**src/rtl/pipe_hazard_ctrl.sv**
```systemverilog
// pipe_hazard_ctrl: hazard sequencer for the 5-stage RISC_TOY pipeline.
// Tracks the destination registers of the EX/MEM/WB instructions and derives
// forwarding selects, load-use stalls, redirect flushes and memory freezes.
// All control outputs are combinational; the scoreboard updates on each edge.

// Per-operand forwarding select and load-use detect against the scoreboard.
module phc_fwd_sel #(
   parameter int unsigned AW      = 5,
   parameter bit          R0_ZERO = 1'b0
) (
   input  logic          en,
   input  logic          rs_use,
   input  logic [AW-1:0] rs,
   input  logic          x_v,
   input  logic          x_we,
   input  logic          x_ld,
   input  logic [AW-1:0] x_rd,
   input  logic          m_v,
   input  logic          m_we,
   input  logic [AW-1:0] m_rd,
   input  logic          w_v,
   input  logic          w_we,
   input  logic [AW-1:0] w_rd,
   output logic [1:0]    sel,
   output logic          lu_hit
);
   logic x_match, m_match, w_match;

   // rd==0 can be excluded as a hazard source when r0 is hardwired to zero
   assign x_match = rs_use && x_v && x_we && (x_rd == rs) && !(R0_ZERO && x_rd == '0);
   assign m_match = rs_use && m_v && m_we && (m_rd == rs) && !(R0_ZERO && m_rd == '0);
   assign w_match = rs_use && w_v && w_we && (w_rd == rs) && !(R0_ZERO && w_rd == '0);

   // a load in EX has no result yet; it can only stall, never forward
   assign lu_hit = x_match && x_ld;

   // youngest producer wins; slots with we=0 never match so older ones are seen
   always_comb begin
      sel = 2'd0;
      if (en) begin
         if (x_match && !x_ld) sel = 2'd1;
         else if (m_match)     sel = 2'd2;
         else if (w_match)     sel = 2'd3;
      end
   end
endmodule

module pipe_hazard_ctrl #(
   parameter int unsigned AW      = 5,
   parameter int unsigned CW      = 16,
   parameter bit          R0_ZERO = 1'b0
) (
   input  logic          CLK,
   input  logic          RST,
   input  logic          id_valid,
   input  logic [AW-1:0] id_rs1,
   input  logic          id_rs1_use,
   input  logic [AW-1:0] id_rs2,
   input  logic          id_rs2_use,
   input  logic [AW-1:0] id_rd,
   input  logic          id_rd_we,
   input  logic          id_is_load,
   input  logic          ex_redirect,
   input  logic          mem_busy,
   output logic          stall_if,
   output logic          stall_id,
   output logic          flush_id,
   output logic          bubble_ex,
   output logic          pc_sel,
   output logic [1:0]    fwd_a,
   output logic [1:0]    fwd_b,
   output logic [CW-1:0] stall_cnt,
   output logic [CW-1:0] flush_cnt
);
   typedef struct packed {
      logic          valid;
      logic [AW-1:0] rd;
      logic          we;
   } slot_t;

   typedef enum logic [1:0] {ACT_ADV, ACT_LU, ACT_RED, ACT_FRZ} act_t;

   slot_t sx, sm, sw;
   logic  x_ld, m_ld;
   act_t  act;

   logic [1:0][AW-1:0] rs_v;
   logic [1:0]         use_v;
   logic [1:0][1:0]    fwd_v;
   logic [1:0]         lu_v;
   logic               fwd_en;

   assign rs_v   = {id_rs2, id_rs1};
   assign use_v  = {id_rs2_use, id_rs1_use};
   assign fwd_en = !RST && id_valid && (act == ACT_ADV);
   assign fwd_a  = fwd_v[0];
   assign fwd_b  = fwd_v[1];

   for (genvar g = 0; g < 2; g++) begin : g_op
      phc_fwd_sel #(.AW(AW), .R0_ZERO(R0_ZERO)) u_sel (
         .en(fwd_en), .rs_use(use_v[g]), .rs(rs_v[g]),
         .x_v(sx.valid), .x_we(sx.we), .x_ld(x_ld), .x_rd(sx.rd),
         .m_v(sm.valid), .m_we(sm.we), .m_rd(sm.rd),
         .w_v(sw.valid), .w_we(sw.we), .w_rd(sw.rd),
         .sel(fwd_v[g]), .lu_hit(lu_v[g])
      );
   end

   // cycle action: a freeze masks a pending redirect, which reasserts afterwards
   always_comb begin
      act = ACT_ADV;
      if (mem_busy)                act = ACT_FRZ;
      else if (ex_redirect)        act = ACT_RED;
      else if (id_valid && |lu_v)  act = ACT_LU;
   end

   // pipeline control strobes; all quiet while reset is asserted
   always_comb begin
      stall_if  = 1'b0;
      stall_id  = 1'b0;
      flush_id  = 1'b0;
      bubble_ex = 1'b0;
      pc_sel    = 1'b0;
      if (!RST) begin
         case (act)
            ACT_FRZ: begin stall_if = 1'b1; stall_id = 1'b1; end
            ACT_RED: begin pc_sel = 1'b1; flush_id = 1'b1; bubble_ex = 1'b1; end
            ACT_LU:  begin stall_if = 1'b1; stall_id = 1'b1; bubble_ex = 1'b1; end
            default: ;
         endcase
      end
   end

   // scoreboard shift and saturating perf counters
   always_ff @(posedge CLK) begin
      if (RST) begin
         sx        <= '0;
         sm        <= '0;
         sw        <= '0;
         x_ld      <= 1'b0;
         m_ld      <= 1'b0;
         stall_cnt <= '0;
         flush_cnt <= '0;
      end else begin
         case (act)
            ACT_ADV: begin
               sw   <= sm;
               sm   <= sx;
               m_ld <= x_ld;
               sx   <= '{valid: id_valid, rd: id_rd, we: id_rd_we};
               x_ld <= id_is_load;
            end
            ACT_RED, ACT_LU: begin
               sw       <= sm;
               sm       <= sx;
               m_ld     <= x_ld;
               sx.valid <= 1'b0;
            end
            default: ;
         endcase
         if ((act == ACT_FRZ || act == ACT_LU) && !(&stall_cnt))
            stall_cnt <= stall_cnt + CW'(1);
         if (act == ACT_RED && !(&flush_cnt))
            flush_cnt <= flush_cnt + CW'(1);
      end
   end
endmodule

```
**config.mk**
```make
export PLATFORM = sky130hd
export DESIGN_NAME = pipe_hazard_ctrl
export DESIGN_NICKNAME = d
export VERILOG_FILES = /design/src/rtl/pipe_hazard_ctrl.sv
export SDC_FILE = /design/constraint.sdc
export NUM_CORES = 1
export LEC_CHECK = 0
export BUFFER_PORTS_ARGS = -buffer_cell sky130_fd_sc_hd__clkbuf_2
export CAP_MARGIN = 20
export CORE_MARGIN = 2
export CORE_UTILIZATION = 55
export DETAILED_ROUTE_END_ITERATION = 10
export PLACE_DENSITY = 0.81
export SLEW_MARGIN = 40
export SYNTH_ARGS = -nofsm -noshare
export SYNTH_HDL_FRONTEND = slang
export SYNTH_SLANG_ARGS = --single-unit
```
**constraint.sdc**
```tcl
create_clock -name CLK -period 5 [get_ports CLK]
set_clock_uncertainty 0.15 [all_clocks]
set_input_delay 0.5 -clock CLK [delete_from_list [all_inputs] [get_ports CLK]]
set_output_delay 0.5 -clock CLK [all_outputs]
set_load 0.01 [all_outputs]
```
Word-level counts from Yosys, hierarchy flattened:

Cells that the tools add are included.
W data, S select, Z words.

* register bits after elaboration: 54

* $add $sub $neg: 2
* equal/unequal tests: 9
* multiplexer cells: 18
* reduce and logical (&&, ||, !) cells: 40

Operators with widths (number)
* $add A16 B1 Y16 const B: 2
* $reduce_and A16 Y1: 2
* $eq A5 B5 Y1: 6
* $logic_and A1 B1 Y1: 27
* $mux W2: 10
* $mux W1: 7
* $reduce_or A2 Y1: 3
* $eq A2 B2 Y1 const B: 2
* $logic_not A1 Y1: 4
* $reduce_or A3 Y1: 1
* $eq A2 B1 Y1 const B: 1
* $logic_not A2 Y1: 1
* $pmux W1 S2: 1
* $reduce_bool A2 Y1: 1
* $logic_or A1 B1 Y1: 1

Depth between registers and ports, before layout:

* word-level depth: 13
* mapped depth: 11
* depth with buffers taken out: 8

By module:

A second synthesis with hierarchy kept.

* cells, all modules: 359
* area, all modules: 3169.3 sq um

By module, submodules not included
* pipe_hazard_ctrl: times used 1, cells each 297, area each 2696.3 sq um
* phc_fwd_sel: times used 2, cells each 31, area each 236.5 sq um

Worst setup path after synthesis:

No wires, ideal clock.

* path type: input to output
* start: input id_rs1[4]
* end: output fwd_a[1]
* data arrival time: 2.627 ns
* setup slack: 1.723 ns
* stages: 11
* cell sequence: xor2_1 nor3_1 a21oi_1 o21ai_2 inv_2 buf_2 buf_1 ha_1 clkbuf_1 nand3b_1 a211oi_1

* longest elaborated chain between the ends: 11
* elaborated cells on any way between the ends: 19
* classes of those cells: 3 x eq/ne; 7 x mux; 9 x reduce/logical

RTL lines
* start: declaration: line 56 `input logic [AW-1:0] id_rs1,`
* $eq A5 B5 Y1: line 30 `assign x_match = rs_use && x_v && x_we && (x_rd == rs) && !(R0_ZERO && x_rd == '0);`
* $logic_and A1 B1 Y1: line 30
* $logic_and A1 B1 Y1: line 35 `assign lu_hit = x_match && x_ld;`
* $reduce_or A2 Y1: line 114 `else if (id_valid && |lu_v) act = ACT_LU;`
* $logic_and A1 B1 Y1: line 114
* $mux W1: line 114
* $mux W2: line 113 `else if (ex_redirect) act = ACT_RED;`
* $mux W2: line 112 `if (mem_busy) act = ACT_FRZ;`
* $logic_not A2 Y1
* $logic_and A1 B1 Y1: line 95 `assign fwd_en = !RST && id_valid && (act == ACT_ADV);`
* $mux W2 *: line 40 `if (en) begin`
* end: declaration: line 70 `output logic [1:0] fwd_a,`

Mark *: on every way between the ends. The rest lies on a longest branch, timed or not.

Worst setup path after layout:

* start: register sx[1] (netlist name)
* end: output fwd_a[1]

* longest elaborated chain between the ends: 11
* elaborated cells on any way between the ends: 16
* classes of those cells: 2 x eq/ne; 5 x mux; 9 x reduce/logical

RTL lines
* start: declaration: line 83 `slot_t sx, sm, sw;`
* start signal: assignment: line 150 `sx <= '{valid: id_valid, rd: id_rd, we: id_rd_we};`
* $eq A5 B5 Y1: line 30
* $logic_and A1 B1 Y1: line 30
* $logic_and A1 B1 Y1: line 35
* $reduce_or A2 Y1: line 114
* $logic_and A1 B1 Y1: line 114
* $mux W1: line 114
* $mux W2: line 113
* $mux W2: line 112
* $logic_not A2 Y1
* $logic_and A1 B1 Y1: line 95
* $mux W2 *: line 40

Marks and branches as above.

==> metrics <==
status complete, no violations; Syn Nets 353; sequential share of the synthesized area 37.8%; Comb pwr share 9.8%; via count roughly 2.5k; period utilization between 60% and 70%; met3 usage 4.86%; nets@finish 408; Die Area 5790 sq um; GRT Max-Usage Layer met2; clock power share 32.0%; Initial DRC Count 130; hold-fix buffer count after cts 0; Post-CTS Resized 0; 1st-pass router iterations 4; vias in the first global route 2311; number of buffers added on ports 64; Worst Hold Class input pin to flop; Mapped Cells 325; initial antenna violation count 0; WL final 6190 microns; mean post-synth cell area 8.79 sq um; CTS root buf clkbuf_8; CTS Buf Count 5; final hold violations 0; CP arrival roughly 2.8 ns; Synth Cell Area 2860 sq um; FF+latch count, synth 54; Core ar. about 5100 sq um; Worst IR Drop VDD 0.000178 V; remaining antenna violation count 0; Leak Pwr 1.39 nW; Peak Freq just under 0.3 GHz; number of synthesis warnings 0; final setup vio count 0; max-slew violations 0; most frequent cells in the layout clkbuf_2, dfxtp_1, nor2_1, xor2_1, mux2i_1; Clock Path Buffers 2; wire per inst 13.7 microns; CTS tree done; post-synthesis cell type count 40; Worst-Margin Slew between 0.6 and 0.7 ns; Clock Latency Late Sink 0.31 ns; first-pass GRT wire length 10500 microns; post-layout minimum cycle time 3.42 ns; crit end category primary output; drc violations 0; GR Overflow Total 0; Design Area, Final 3290 sq um; I/O pin cnt 65; critical path type flop to primary output; Post-CTS Setup Bufs 0; Layout area overhead 15.2%; met2 usage approximately 38%; Switching Fraction 25.8%; share of cells above drive strength 1 between 20% and 30%; CTS sink count 54; Clk pin slew, worst setup/hold paths 0.10 ns; Final TNS setup 0 ns; n_diodes 0; Int Power 0.567 mW; GRT Overall Usage 21.8%; crit-path max FO 27; largest net degree at the start of global routing 64; required time of the critical path 4.35 ns; Worst Setup Start Kind flop; sequential share of power between 50 and 60%; dpl cell area ~3200 sq um; # rows 26; RSZ-0062 raised after global routing no; Cell Pwr Density 232 nW/um^2; fillers between 400 and 500; H-tree lvl count 2; vias per cell roughly 5.6; Max transition margin between 50% and 60%; sw power around 0.20 mW; Die H 76.1 microns; most common cell after layout, fill and taps aside clkbuf_2; max_cap viols 0; die width between 70 and 80 microns; GP Congestion 0.856; Starting Density roughly 56%; met1 Use GR 27.0%; HPWL Detailed approximately 4600 microns
-- per-layer routing --
| layer | routed length [microns] | up-vias |
|---|---|---|
| li1 | - | 1266 |
| met1 | 2780 | 1169 |
| met3 | 323 | 11 |
| met2 | 2960 | 66 |
| met5 | 0 | - |
| met4 | 129 | 0 |
-- per-stage QoR --
stage          power [mW]  instances  util, %  setup slack (ns)  hold WS [ns]
3_3_place_gp        0.527        443     63.0              1.78         0.333
4_1_cts             0.774        451     64.8              1.58         0.259
3_5_place_dp        0.529        443     63.1              1.71         0.349
5_1_grt             0.800        451     64.8              1.33         0.273
6_report            0.764        451     64.8              1.58         0.268
2_1_floorplan       0.501        325        -              1.72         0.324
-- path summary, 6_finish.rpt --
check,startpoint,end,slack [ns],cells after the start
setup / recovery,sx[1],fwd_a[1],1.58,9
hold / removal,id_rd_we,sx[0],0.27,3
setup reg to reg,sx[4],stall_cnt[8],2.55,7
hold reg to reg,stall_cnt[15],stall_cnt[15],0.36,2
-- worst max-delay path, cell delays in order, from the launching register on --
cell	delay, ns
dfxtp_1	0.47
xor2_1	0.19
nor4_1	0.10
a21oi_1	0.16
o21ai_2	0.10
inv_2	0.30
ha_1	0.49
nand3b_1	0.23
a211oi_1	0.25
clkbuf_2	0.16
-- logic make-up (layout without fill, tap and decap cells) --
| group | count (synthesis) | count (layout) | synth area share [%] |
|---|---|---|---|
| AOI/OAI and AO/OA | 30 | 30 | 6.53 |
| xor gates and xnor gates | 44 | 44 | 13.5 |
| adders and majority gates | 4 | 4 | 1.75 |
| buffers and inverters | 19 | 75 | 2.85 |
| DFF | 54 | 54 | 37.8 |
| muxes | 28 | 28 | 10.0 |
| and+or+nand+nor | 146 | 146 | 27.5 |
-- power groups by stage --
stage          Combinational (mW)  Clock, mW  Sequential (mW)
6_report                   0.0746      0.245            0.445
5_1_grt                    0.0820      0.272            0.446
4_1_cts                    0.0748      0.255            0.444
3_5_place_dp               0.0744          0            0.454
3_3_place_gp               0.0725          0            0.454
2_1_floorplan              0.0475          0            0.453
-- sequential cells by signal, summed over array words and instances, names as in the netlist --
register / cells
flush_cnt: 16
stall_cnt: 16
sm: 7
sw: 7
sx: 7
x_ld: 1
-- area by class of cell --
| cell class | instances | area [sq um] | area share (%) |
|---|---|---|---|
| Tap cell | 70 | 87.6 | 2.66 |
| Clock buffer | 5 | 68.8 | 2.09 |
| Sequential cell | 54 | 1080 | 32.9 |
| Inverter | 2 | 7.51 | 0.228 |
| Clock inverter | 3 | 21.3 | 0.646 |
| Multi-Input combinational cell | 252 | 1700 | 51.6 |
| Timing Repair Buffer | 65 | 328 | 9.96 |
-- Yosys cell counts (all sizes together) --
cell type	count	area, sq um
nand4	12	75.1
o2111ai	1	8.76
nor2	50	188
a21oi	13	65.1
or2	2	12.5
a211oi	2	15.0
o21ai	4	23.8
nor3	5	25.0
clkbuf	8	30.0
mux2i	23	230
a31oi	1	6.26
dfxtp	54	1080
and4	6	55.1
and3	10	77.6
o31ai	7	52.6
nor2b	9	56.3
mux2	5	56.3
nand2	11	41.3
or4	7	52.6
nand2b	2	12.5
nand3b	2	15.0
nor4	7	43.8
buf	9	43.8
nor4b	1	8.76
o211ai	1	7.51
inv	2	7.50
xor2	36	315
or3	4	25.0
a22oi	1	7.51
nor3b	2	15.0
nand3	14	70.1
ha	4	50.1
and2	2	12.5
xnor2	8	70.1
Power figures use the tool's default switching activity.
